File: src/rtl/vad_decision_smoother_if.sv
// Bus bundle for the VAD decision smoother.
// master: drives flush / frame_valid / result_in and observes the smoothed outputs.
// slave : the smoother itself.
// Signals:
//   flush        - synchronous clear to SILENCE, beats frame_valid
//   frame_valid  - one-cycle strobe, result_in is a fresh decision
//   result_in    - comparator class code (10 speech, 01 non-speech, else no result)
//   vad_out      - smoothed decision
//   vad_valid    - vad_out updated for an accepted frame
//   onset_pulse  - entry to SPEECH
//   offset_pulse - release to SILENCE
//   state_o      - FSM state (0 SILENCE, 1 ONSET_PEND, 2 SPEECH, 3 HANGOVER)
//   speech_cnt   - saturating count of frames with vad_out=1
interface vad_decision_smoother_if #(
  parameter int STAT_W = 16
);
  logic              flush;
  logic              frame_valid;
  logic [1:0]        result_in;
  logic              vad_out;
  logic              vad_valid;
  logic              onset_pulse;
  logic              offset_pulse;
  logic [1:0]        state_o;
  logic [STAT_W-1:0] speech_cnt;

  modport master (
    output flush, frame_valid, result_in,
    input  vad_out, vad_valid, onset_pulse, offset_pulse, state_o, speech_cnt
  );

  modport slave (
    input  flush, frame_valid, result_in,
    output vad_out, vad_valid, onset_pulse, offset_pulse, state_o, speech_cnt
  );
endinterface

File: src/rtl/vad_decision_smoother.sv
// VAD decision smoother: onset debounce plus hangover on the per-frame
// speech / non-speech decision coming out of the final score comparator.
// Ports:
//   clk  - rising-edge clock
//   rst  - asynchronous active-high reset
//   bus  - slave side of vad_decision_smoother_if (frame input, smoothed
//          flag, event pulses, state and saturating speech-frame count)
// Every output is registered; a frame accepted on cycle N is reflected on N+1.
module vad_decision_smoother #(
  parameter int ONSET_FRAMES = 3,
  parameter int HANG_FRAMES  = 8,
  parameter int CNT_W        = 4,
  parameter int STAT_W       = 16
) (
  input logic                     clk,
  input logic                     rst,
  vad_decision_smoother_if.slave  bus
);

  typedef enum logic [1:0] {
    SILENCE    = 2'd0,
    ONSET_PEND = 2'd1,
    SPEECH     = 2'd2,
    HANGOVER   = 2'd3
  } state_t;

  localparam logic [CNT_W-1:0]  ONSET_C  = CNT_W'(ONSET_FRAMES);
  localparam logic [CNT_W-1:0]  HANG_C   = CNT_W'(HANG_FRAMES);
  localparam logic [CNT_W-1:0]  CNT_ONE  = CNT_W'(1);
  localparam logic [STAT_W-1:0] STAT_MAX = {STAT_W{1'b1}};

  state_t            state_q, state_d;
  logic [CNT_W-1:0]  cnt_q, cnt_d;
  logic              vad_q, vad_d;
  logic              vld_q, vld_d;
  logic              onset_q, onset_d;
  logic              offset_q, offset_d;
  logic [STAT_W-1:0] stat_q, stat_d;

  logic              is_s;
  logic              is_n;
  logic [CNT_W-1:0]  cnt_inc;

  assign is_s    = (bus.result_in == 2'b10);
  assign is_n    = (bus.result_in == 2'b01);
  assign cnt_inc = cnt_q + CNT_ONE;

  always_comb begin
    state_d  = state_q;
    cnt_d    = cnt_q;
    vad_d    = vad_q;
    vld_d    = 1'b0;
    onset_d  = 1'b0;
    offset_d = 1'b0;
    stat_d   = stat_q;

    if (bus.flush) begin
      // Flush drops any coincident frame and leaves the statistics alone.
      state_d = SILENCE;
      cnt_d   = '0;
      vad_d   = 1'b0;
    end else if (bus.frame_valid) begin
      vld_d = 1'b1;
      // No-result frames (neither is_s nor is_n) fall through every branch
      // and hold state and counter.
      unique case (state_q)
        SILENCE: begin
          if (is_s) begin
            if (ONSET_FRAMES == 1) begin
              state_d = SPEECH;
              cnt_d   = '0;
              onset_d = 1'b1;
            end else begin
              state_d = ONSET_PEND;
              cnt_d   = CNT_ONE;
            end
          end
        end
        ONSET_PEND: begin
          if (is_s) begin
            if (cnt_inc == ONSET_C) begin
              state_d = SPEECH;
              cnt_d   = '0;
              onset_d = 1'b1;
            end else begin
              cnt_d = cnt_inc;
            end
          end else if (is_n) begin
            state_d = SILENCE;
            cnt_d   = '0;
          end
        end
        SPEECH: begin
          if (is_n) begin
            // A hangover of 0 or 1 frame releases on the first non-speech frame.
            if (HANG_FRAMES <= 1) begin
              state_d  = SILENCE;
              cnt_d    = '0;
              offset_d = 1'b1;
            end else begin
              state_d = HANGOVER;
              cnt_d   = CNT_ONE;
            end
          end
        end
        HANGOVER: begin
          if (is_s) begin
            state_d = SPEECH;
            cnt_d   = '0;
          end else if (is_n) begin
            if (cnt_inc == HANG_C) begin
              state_d  = SILENCE;
              cnt_d    = '0;
              offset_d = 1'b1;
            end else begin
              cnt_d = cnt_inc;
            end
          end
        end
        default: begin
          state_d = SILENCE;
          cnt_d   = '0;
        end
      endcase

      vad_d = (state_d == SPEECH) || (state_d == HANGOVER);
      if (vad_d && (stat_q != STAT_MAX)) begin
        stat_d = stat_q + STAT_W'(1);
      end
    end
  end

  always_ff @(posedge clk or posedge rst) begin
    if (rst) begin
      state_q  <= SILENCE;
      cnt_q    <= '0;
      vad_q    <= 1'b0;
      vld_q    <= 1'b0;
      onset_q  <= 1'b0;
      offset_q <= 1'b0;
      stat_q   <= '0;
    end else begin
      state_q  <= state_d;
      cnt_q    <= cnt_d;
      vad_q    <= vad_d;
      vld_q    <= vld_d;
      onset_q  <= onset_d;
      offset_q <= offset_d;
      stat_q   <= stat_d;
    end
  end

  assign bus.vad_out      = vad_q;
  assign bus.vad_valid    = vld_q;
  assign bus.onset_pulse  = onset_q;
  assign bus.offset_pulse = offset_q;
  assign bus.state_o      = state_q;
  assign bus.speech_cnt   = stat_q;

endmodule

File: src/flat_wrapper.sv
// flat-port wrapper written by rule: the top's interface ports become plain ports
module vad_decision_smoother_flat 
#(
  parameter int ONSET_FRAMES = 3,
  parameter int HANG_FRAMES  = 8,
  parameter int CNT_W        = 4,
  parameter int STAT_W       = 16
)
  (clk, rst, bus_flush, bus_frame_valid, bus_result_in, bus_vad_out, bus_vad_valid, bus_onset_pulse, bus_offset_pulse, bus_state_o, bus_speech_cnt);
  vad_decision_smoother_if #(.STAT_W(STAT_W)) bus_i ();
  input logic clk;
  input logic rst;
  input wire logic [$bits(bus_i.flush)-1:0] bus_flush;
  input wire logic [$bits(bus_i.frame_valid)-1:0] bus_frame_valid;
  input wire logic [$bits(bus_i.result_in)-1:0] bus_result_in;
  output wire logic [$bits(bus_i.vad_out)-1:0] bus_vad_out;
  output wire logic [$bits(bus_i.vad_valid)-1:0] bus_vad_valid;
  output wire logic [$bits(bus_i.onset_pulse)-1:0] bus_onset_pulse;
  output wire logic [$bits(bus_i.offset_pulse)-1:0] bus_offset_pulse;
  output wire logic [$bits(bus_i.state_o)-1:0] bus_state_o;
  output wire logic [$bits(bus_i.speech_cnt)-1:0] bus_speech_cnt;
  assign bus_i.flush = bus_flush;
  assign bus_i.frame_valid = bus_frame_valid;
  assign bus_i.result_in = bus_result_in;
  assign bus_vad_out = bus_i.vad_out;
  assign bus_vad_valid = bus_i.vad_valid;
  assign bus_onset_pulse = bus_i.onset_pulse;
  assign bus_offset_pulse = bus_i.offset_pulse;
  assign bus_state_o = bus_i.state_o;
  assign bus_speech_cnt = bus_i.speech_cnt;
  vad_decision_smoother #(.ONSET_FRAMES(ONSET_FRAMES), .HANG_FRAMES(HANG_FRAMES), .CNT_W(CNT_W), .STAT_W(STAT_W)) u_core (.clk(clk), .rst(rst), .bus(bus_i));
endmodule
File: config.mk
export PLATFORM = sky130hd
export DESIGN_NAME = vad_decision_smoother_flat
export DESIGN_NICKNAME = d
export VERILOG_FILES = /design/src/rtl/vad_decision_smoother_if.sv /design/src/rtl/vad_decision_smoother.sv /design/src/flat_wrapper.sv
export SDC_FILE = /design/constraint.sdc
export NUM_CORES = 1
export LEC_CHECK = 0
export ABC_AREA = 1
export CAP_MARGIN = 15
export CORE_UTILIZATION = 48
export CTS_CLUSTER_DIAMETER = 30
export DETAILED_ROUTE_END_ITERATION = 10
export PLACE_DENSITY = 0.83
export SETUP_SLACK_MARGIN = 0.1
export SLEW_MARGIN = 20
export SYNTH_ARGS = -nofsm -noshare
export SYNTH_HDL_FRONTEND = slang
export SYNTH_SLANG_ARGS = --single-unit
export TNS_END_PERCENT = 50
File: constraint.sdc
create_clock -name clk -period 1.7 [get_ports clk]
set_input_delay 0.17 -clock clk [delete_from_list [all_inputs] [get_ports clk]]
set_output_delay 0.17 -clock clk [all_outputs]
set_load 0.05 [all_outputs]
==> run_results.csv, run 1 <==
group,metric,value,unit
timing,whs,0.1862,ns
finish,diodes,0,
route,wl_per_cell,12.60,um
clocking,clkTransAtPathRegs,0.14,ns
synth,synth_top_area_share,38.04,%
global_routing,grt_pass1_vias,1593,
route,drt-initial-drc-count,80,
global_routing,antenna_found_initial,0,
route,vias,1775,
run,cap_violations,0,
clocking,numCtsBuffers,3,
finish,post-route-util,67.34,%
worst_setup_path,worstPathRequired,1.94,ns
timing,clock_skew,0.007197,ns
synth,synth_largest_area_cell,"dfrtp_1",
outcome,status,"complete, no violations",
floorplan,io_pins,28,
finish,layout-drive-gt1-share,25.43,%
finish,area_growth,32.41,%
global_routing,globalRouteOverflowTotal,0,
clocking,clockBufferDepth,2,
global_routing,grtUsageTotal,25.36,%
worst_setup_path,cp.depth,10,
worst_setup_path,endpoint,"u_core.bus.speech_cnt[9]$_DFFE_PP0P_",
finish,fill_cells,298,
timing,fin_crit,1.698,ns
synth,syn_area,1710,um2
worst_setup_path,crit_top_cell,"nand2_2",
clocking,h-tree-depth,1,
pwr,leakagePower,1.123,nW
synth,synth_edf_count,0,
floorplan,die_area,3806,um2
pwr,powerDensity,463.6,nW/um2
route,ant_nets,0,
hold_path,hold_path.class,"in -> async",
floorplan,fp-row-count,21,
synth,synthFlopType,"dfrtp_1",
clocking,worstSkewPairLatency,0.33,ns
synth,ys_ff_latch,26,
clocking,hold_buffers,0,
clocking,cts_tree,"done",
timing,rsz0062_at_grt,"true",
clocking,cts_root_buffer,"clkbuf_4",
worst_setup_path,timing_worst_setup_path_type,"reg -> reg",
timing,setup_viol,0,
worst_setup_path,startpoint_type,"register",
route,vias_per_cell,5.267,
synth,synthTopCellsByCount,"nand2_1, inv_1, dfrtp_1",
clocking,clock-sinks,26,
global_routing,grt_max_degree,27,
synth,synth_fp_nets,253,
floorplan,dieWidth,61.70,um
worst_setup_path,r2r_cells,10,
route,firstDrtPassIters,4,
synth,syn_avg_cell_area,7.068,um2
worst_setup_path,crit_buf_inv,1,
synth,ys_seq_area_share,38.04,%
floorplan,die_y,61.70,um
finish,nets,303,
floorplan,core_area,3363,um2
worst_setup_path,critPathLaunch,"u_core.cnt_q[0]$_DFFE_PP0P_",
timing,setup_tns,0,ns
worst_setup_path,r2r_end,"u_core.bus.speech_cnt[9]$_DFFE_PP0P_",
worst_setup_path,cp_slowest_stage_delay,0.43,ns
synth,synth.most_common_cell,"nand2_1",
synth,yosys_warnings,0,
pwr,vdd_drop_max,0.2569,mV
timing,hold_viol,0,
timing,slew_headroom,67.72,%
placed_design,post-dp-hpwl,3.099,mm
global_routing,grt_pass1_wl,7.148,mm
worst_setup_path,slowest_stage,"dfrtp_1",
timing,timing.final.crit_share,99.85,%
timing,max_freq,0.5891,GHz
synth,async_reset_ff_share,100.0,%
synth,synthTopCellsByArea,"dfrtp_1, nand2_1, nand4_1",
route,wirelength,4.245,mm
worst_setup_path,r2r_slack,0.002,ns
worst_setup_path,crit_family,"simple AND/OR/NAND/NOR gates",
worst_setup_path,r2r-start,"u_core.cnt_q[0]$_DFFE_PP0P_",
worst_setup_path,path_cells,"ha_2 > inv_1 > nand2_1 > nand2_2 > nor2_2 > nand2_2 > o21ai_4 > nand3_4 > nand2_2 > nand2_1",
placed_design,numPortBuffers,27,
placed_design,gp_congestion,0.9646,
synth,synth.distinct_cells,21,
synth,synthCells,242,
timing,slew_violations,0,
worst_setup_path,critical_path.endpoint_type,"register",
worst_setup_path,crit_path_max_fanout,8,
route,drc,0,
timing,worst_pin_slew,0.4861,ns
floorplan,start_util,50.86,%
worst_setup_path,arrival,1.93,ns
[worst reg2reg max path, cell delays in order, from the launching register on]
cell and delay, ns:
dfrtp_1 0.43, ha_2 0.22, inv_1 0.04, nand2_1 0.06, nand2_2 0.06, nor2_2 0.09
nand2_2 0.09, o21ai_4 0.26, nand3_4 0.20, nand2_2 0.11, nand2_1 0.05
[state kept, by name, indices dropped and copies added (netlist names)]
register,cells
u_core.bus.speech_cnt,16
u_core.cnt_q,4
u_core.bus.state_o,2
u_core.bus.offset_pulse,1
u_core.bus.onset_pulse,1
u_core.bus.vad_out,1
u_core.bus.vad_valid,1
[repair_timing]
item                       in CTS  in global routing
pin swaps                      15                  3
setup buffers                   1                  0
resized for setup              12                  4
setup endpoints to repair      23                 21
gates cloned                    1                  0
[cell usage in the layout, fill, tap and decap left out, types with 2 or more instances in the layout]
cell type	n
nor2_1	22
inv_1	27
buf_12	2
nand3_1	14
buf_4	35
xor2_1	5
nand3_2	2
clkdlybuf4s50_1	5
dfrtp_2	12
a21oi_1	2
dfrtp_1	14
nand3_4	2
nor3_1	2
ha_1	3
nor2_2	2
nand2_2	6
nor2_4	2
clkbuf_4	3
dlygate4sd2_1	4
buf_6	2
nand2_1	80
o21ai_0	6
nand4_1	24
xnor2_1	6
[worst min-delay path by stage]
stage | end | slack, ns | cells past startpoint
floorplan | u_core.bus.offset_pulse$_DFF_PP0_ | 0.21 | 1
global placement | u_core.bus.vad_out$_DFFE_PP0P_ | 0.47 | 2
detailed placement | u_core.bus.vad_out$_DFFE_PP0P_ | 0.47 | 2
CTS | u_core.bus.speech_cnt[3]$_DFFE_PP0P_ | 0.21 | 3
global route | u_core.bus.offset_pulse$_DFF_PP0_ | 0.23 | 3
finish | u_core.bus.speech_cnt[7]$_DFFE_PP0P_ | 0.19 | 3
[metal layers]
metal / GRT usage, % / vias up / share of wire [%]
met5: 0 / - / 0
met4: 8.571 / 0 / 1.8
met3: 3.106 / 9 / 5.7
met2: 41.47 / 55 / 47
met1: 34.95 / 824 / 45
li1: - / 887 / -
[power by group]
group | switching, mW | total, mW | internal, mW | leakage, nW
registers | 0.00733 | 0.631 | 0.624 | 0.340
clock network | 0.184 | 0.276 | 0.0920 | 0.0150
logic | 0.0852 | 0.142 | 0.0569 | 0.768
total | 0.277 | 1.05 | 0.773 | 1.12
[area by class of cell]
| cell class | instances | area [um2] | share of cell area, % |
|---|---|---|---|
| clock buffer | 4 | 26.28 | 1.160 |
| inverter | 29 | 111.4 | 4.917 |
| multi-input combinational | 184 | 993.5 | 43.87 |
| sequential | 26 | 665.6 | 29.39 |
| tap | 46 | 57.56 | 2.541 |
| timing repair buffer | 48 | 410.4 | 18.12 |
[metrics by stage]
stage	instances	total power, mW	setup WS (ns)	instance area, um2
finish	337	1.050	0.002472	2265
global route	337	1.092	-0.1088	2265
CTS	337	1.056	-0.005375	2256
detailed placement	331	0.7817	-0.1316	2190
global placement	331	0.7781	-0.04411	2190
floorplan	242	0.7128	0.03003	1767
[kinds of logic (layout without fill, tap and decap cells)]
logic type               count (synthesis)  count (layout)  synth area share [%]
flip-flops                              26              26                 38.04
adder cells (fa/ha/maj)                  5               5                 3.658
buffers and inverters                   33              81                 8.047
AO/OA/AOI/OAI                           12              12                 4.390
AND/OR/NAND/NOR                        155             156                 40.23
XOR/XNOR                                11              11                 5.633
Note: power is estimated with default switching activity, not from simulation.
==> run 2: changes to the inputs <==
CAP_MARGIN = 20   (was 15)
CTS_CLUSTER_DIAMETER = 80   (was 30)
HOLD_SLACK_MARGIN = 0.15   (was unset)
==> results of run 2 <==
No change in the layout: final DEF, timing and power equal those of run 1.
==> run 3: changes to the inputs <==
CELL_PAD_IN_SITES_DETAIL_PLACEMENT = 1   (was unset)
CELL_PAD_IN_SITES_GLOBAL_PLACEMENT = 1   (was unset)
CORE_UTILIZATION = 34   (was 48)
PLACE_DENSITY = 0.82   (was 0.83)
==> run 3 against run 2 <==
  * Register-to-register slack better by 0.05 ns
  * Core utilization down 17 points
  * Combinational power up 8%
  * Global-route usage down 4.6 points
  * Critical endpoint is now u_core.bus.speech_cnt[10]$_DFFE_PP0P_
  * Highest routed layer unchanged
==> run_results.csv, run 3 (synthesized netlist as in run 1, its figures left out) <==
group,metric,value,unit
timing,rsz0062_at_grt,"true",
outcome,status,"complete, no violations",
finish,layout_commonest_cell,"nand2_1",
route,vias_per_cell,5.014,
worst_setup_path,r2r_cells,10,
worst_setup_path,worstPathRequired,1.88,ns
worst_setup_path,r2r-start,"u_core.cnt_q[0]$_DFFE_PP0P_",
clocking,clock-sinks,26,
timing,clock_skew,0.01293,ns
route,drt-initial-drc-count,51,
clocking,worstSkewPairLatency,0.28,ns
finish,nets,313,
worst_setup_path,timing_worst_setup_path_type,"reg -> reg",
floorplan,die_area,5318,um2
route,firstDrtPassIters,4,
floorplan,die_y,72.93,um
global_routing,antenna_found_initial,0,
timing,fin_crit,1.647,ns
timing,max_freq,0.6070,GHz
global_routing,globalRouteOverflowTotal,0,
pwr,power,1.164,mW
timing,slew_headroom,65.94,%
timing,setup_ws,0.05259,ns
placed_design,gp_congestion,0.9035,
worst_setup_path,r2r_slack,0.05,ns
timing,slew_violations,0,
finish,area_growth,41.48,%
worst_setup_path,r2r_end,"u_core.bus.speech_cnt[10]$_DFFE_PP0P_",
placed_design,post-dp-hpwl,3.896,mm
global_routing,grtUsageTotal,20.75,%
worst_setup_path,arrival,1.83,ns
worst_setup_path,crit_path_max_fanout,8,
floorplan,dieWidth,72.93,um
timing,worst_pin_slew,0.5100,ns
global_routing,grt_max_degree,27,
run,cap_violations,0,
timing,timing.final.crit_share,96.91,%
finish,largest_reg_flops,16,
timing,hold_viol,0,
clocking,numCtsBuffers,3,
route,vias,1845,
finish,design_area,2420,um2
route,ant_nets,0,
route,drc,0,
pwr,leakagePower,1.219,nW
placed_design,place_inst,358,
finish,diodes,0,
clocking,clkTransAtPathRegs,0.10,ns
route,wl_per_cell,15.19,um
global_routing,grt_pass1_vias,1803,
finish,layout.cells.most_common_list,"nand2_1, buf_4, inv_1",
worst_setup_path,critical_path.endpoint_type,"register",
clocking,clockBufferDepth,2,
finish,layout.cells.non_filler,368,
global_routing,grt_pass1_wl,8.438,mm
clocking,cts_tree,"done",
floorplan,core_area,4786,um2
floorplan,fp-row-count,25,
pwr,powerDensity,480.9,nW/um2
route,wirelength,5.589,mm
worst_setup_path,startpoint_type,"register",
finish,layout-drive-gt1-share,30.56,%
placed_design,dp_slack,-0.1633,ns
clocking,h-tree-depth,1,
hold_path,hold_path.class,"in -> async",
pwr,vdd_drop_max,0.3209,mV
clocking,cts_root_buffer,"clkbuf_8",
placed_design,place_area,2248,um2
floorplan,start_util,35.74,%
finish,post-route-util,50.56,%
timing,setup_viol,0,
placed_design,numPortBuffers,27,
floorplan,io_pins,28,
run 3: cell count changes in the layout (fill, tap and decap cells not counted), moves of 2 or more:
cell and change:
clkbuf_4 -3, nor2_1 -2, dlymetal6s2s_1 +3, nand2_2 +4, buf_4 +9, nand2_1 -4
clkbuf_8 +3, dlygate4sd2_1 -4
run 3: where the power goes:
part,internal [mW],switching [mW],leakage (nW),total [mW]
clock,0.169,0.211,0.0228,0.380
sequential,0.624,0.00651,0.340,0.630
combinational,0.0601,0.0937,0.856,0.154
run 3: how the worst max path moves through the flow:
stage	startpoint	to	slack (ns)
finish	u_core.cnt_q[0]$_DFFE_PP0P_	u_core.bus.speech_cnt[10]$_DFFE_PP0P_	0.05
global route	bus_result_in[0]	u_core.bus.speech_cnt[8]$_DFFE_PP0P_	-0.04
CTS	u_core.cnt_q[0]$_DFFE_PP0P_	u_core.bus.speech_cnt[3]$_DFFE_PP0P_	0.04
detailed placement	bus_result_in[0]	u_core.bus.speech_cnt[15]$_DFFE_PP0P_	-0.16
global placement	bus_result_in[0]	u_core.bus.speech_cnt[8]$_DFFE_PP0P_	-0.06
floorplan	u_core.cnt_q[1]$_DFFE_PP0P_	u_core.bus.speech_cnt[10]$_DFFE_PP0P_	0.03
run 3: per-layer routing:
metal | GRT usage, % | vias up | share of wire, %
li1 | - | 910 | -
met1 | 29.31 | 889 | 48
met2 | 34.06 | 38 | 48
met3 | 1.657 | 8 | 2.3
met4 | 5.882 | 0 | 1.9
met5 | 0 | - | 0
run 3: area by class of cell:
class	count	area, um2
fillers	636	2366
well taps	67	83.83
flip-flops and latches	26	665.6
multi-input cells	184	1018
repair buffers	58	495.5
inverters	29	111.4
clock buffers	4	45.04
run 3: what timing repair did:
action / 4_1_cts / 5_1_grt
gates resized for setup: 0 / 25
setup buffers: 0 / 4
pin swaps: 1 / 5
setup endpoints to repair: 18 / 24
gates cloned: 0 / 2
hold buffers: 0 / 0
run 3: worst max-delay path, stage by stage, from the launching register on:
cell,delay [ns]
dfrtp_1,0.41
ha_2,0.21
nand2_1,0.08
nand2_2,0.06
nor2_2,0.09
nand2_2,0.09
o21ai_4,0.15
buf_12,0.14
nand3_4,0.15
nand2_1,0.10
nand2_1,0.06
run 3: metrics by stage:
step | setup TNS, ns | hold slack, ns
5_1_grt | -0.2401 | 0.2914
6_report | 0 | 0.2481
3_5_place_dp | -2.647 | 0.4782
2_1_floorplan | 0 | 0.2092
3_3_place_gp | -0.7224 | 0.4727
4_1_cts | 0 | 0.2670
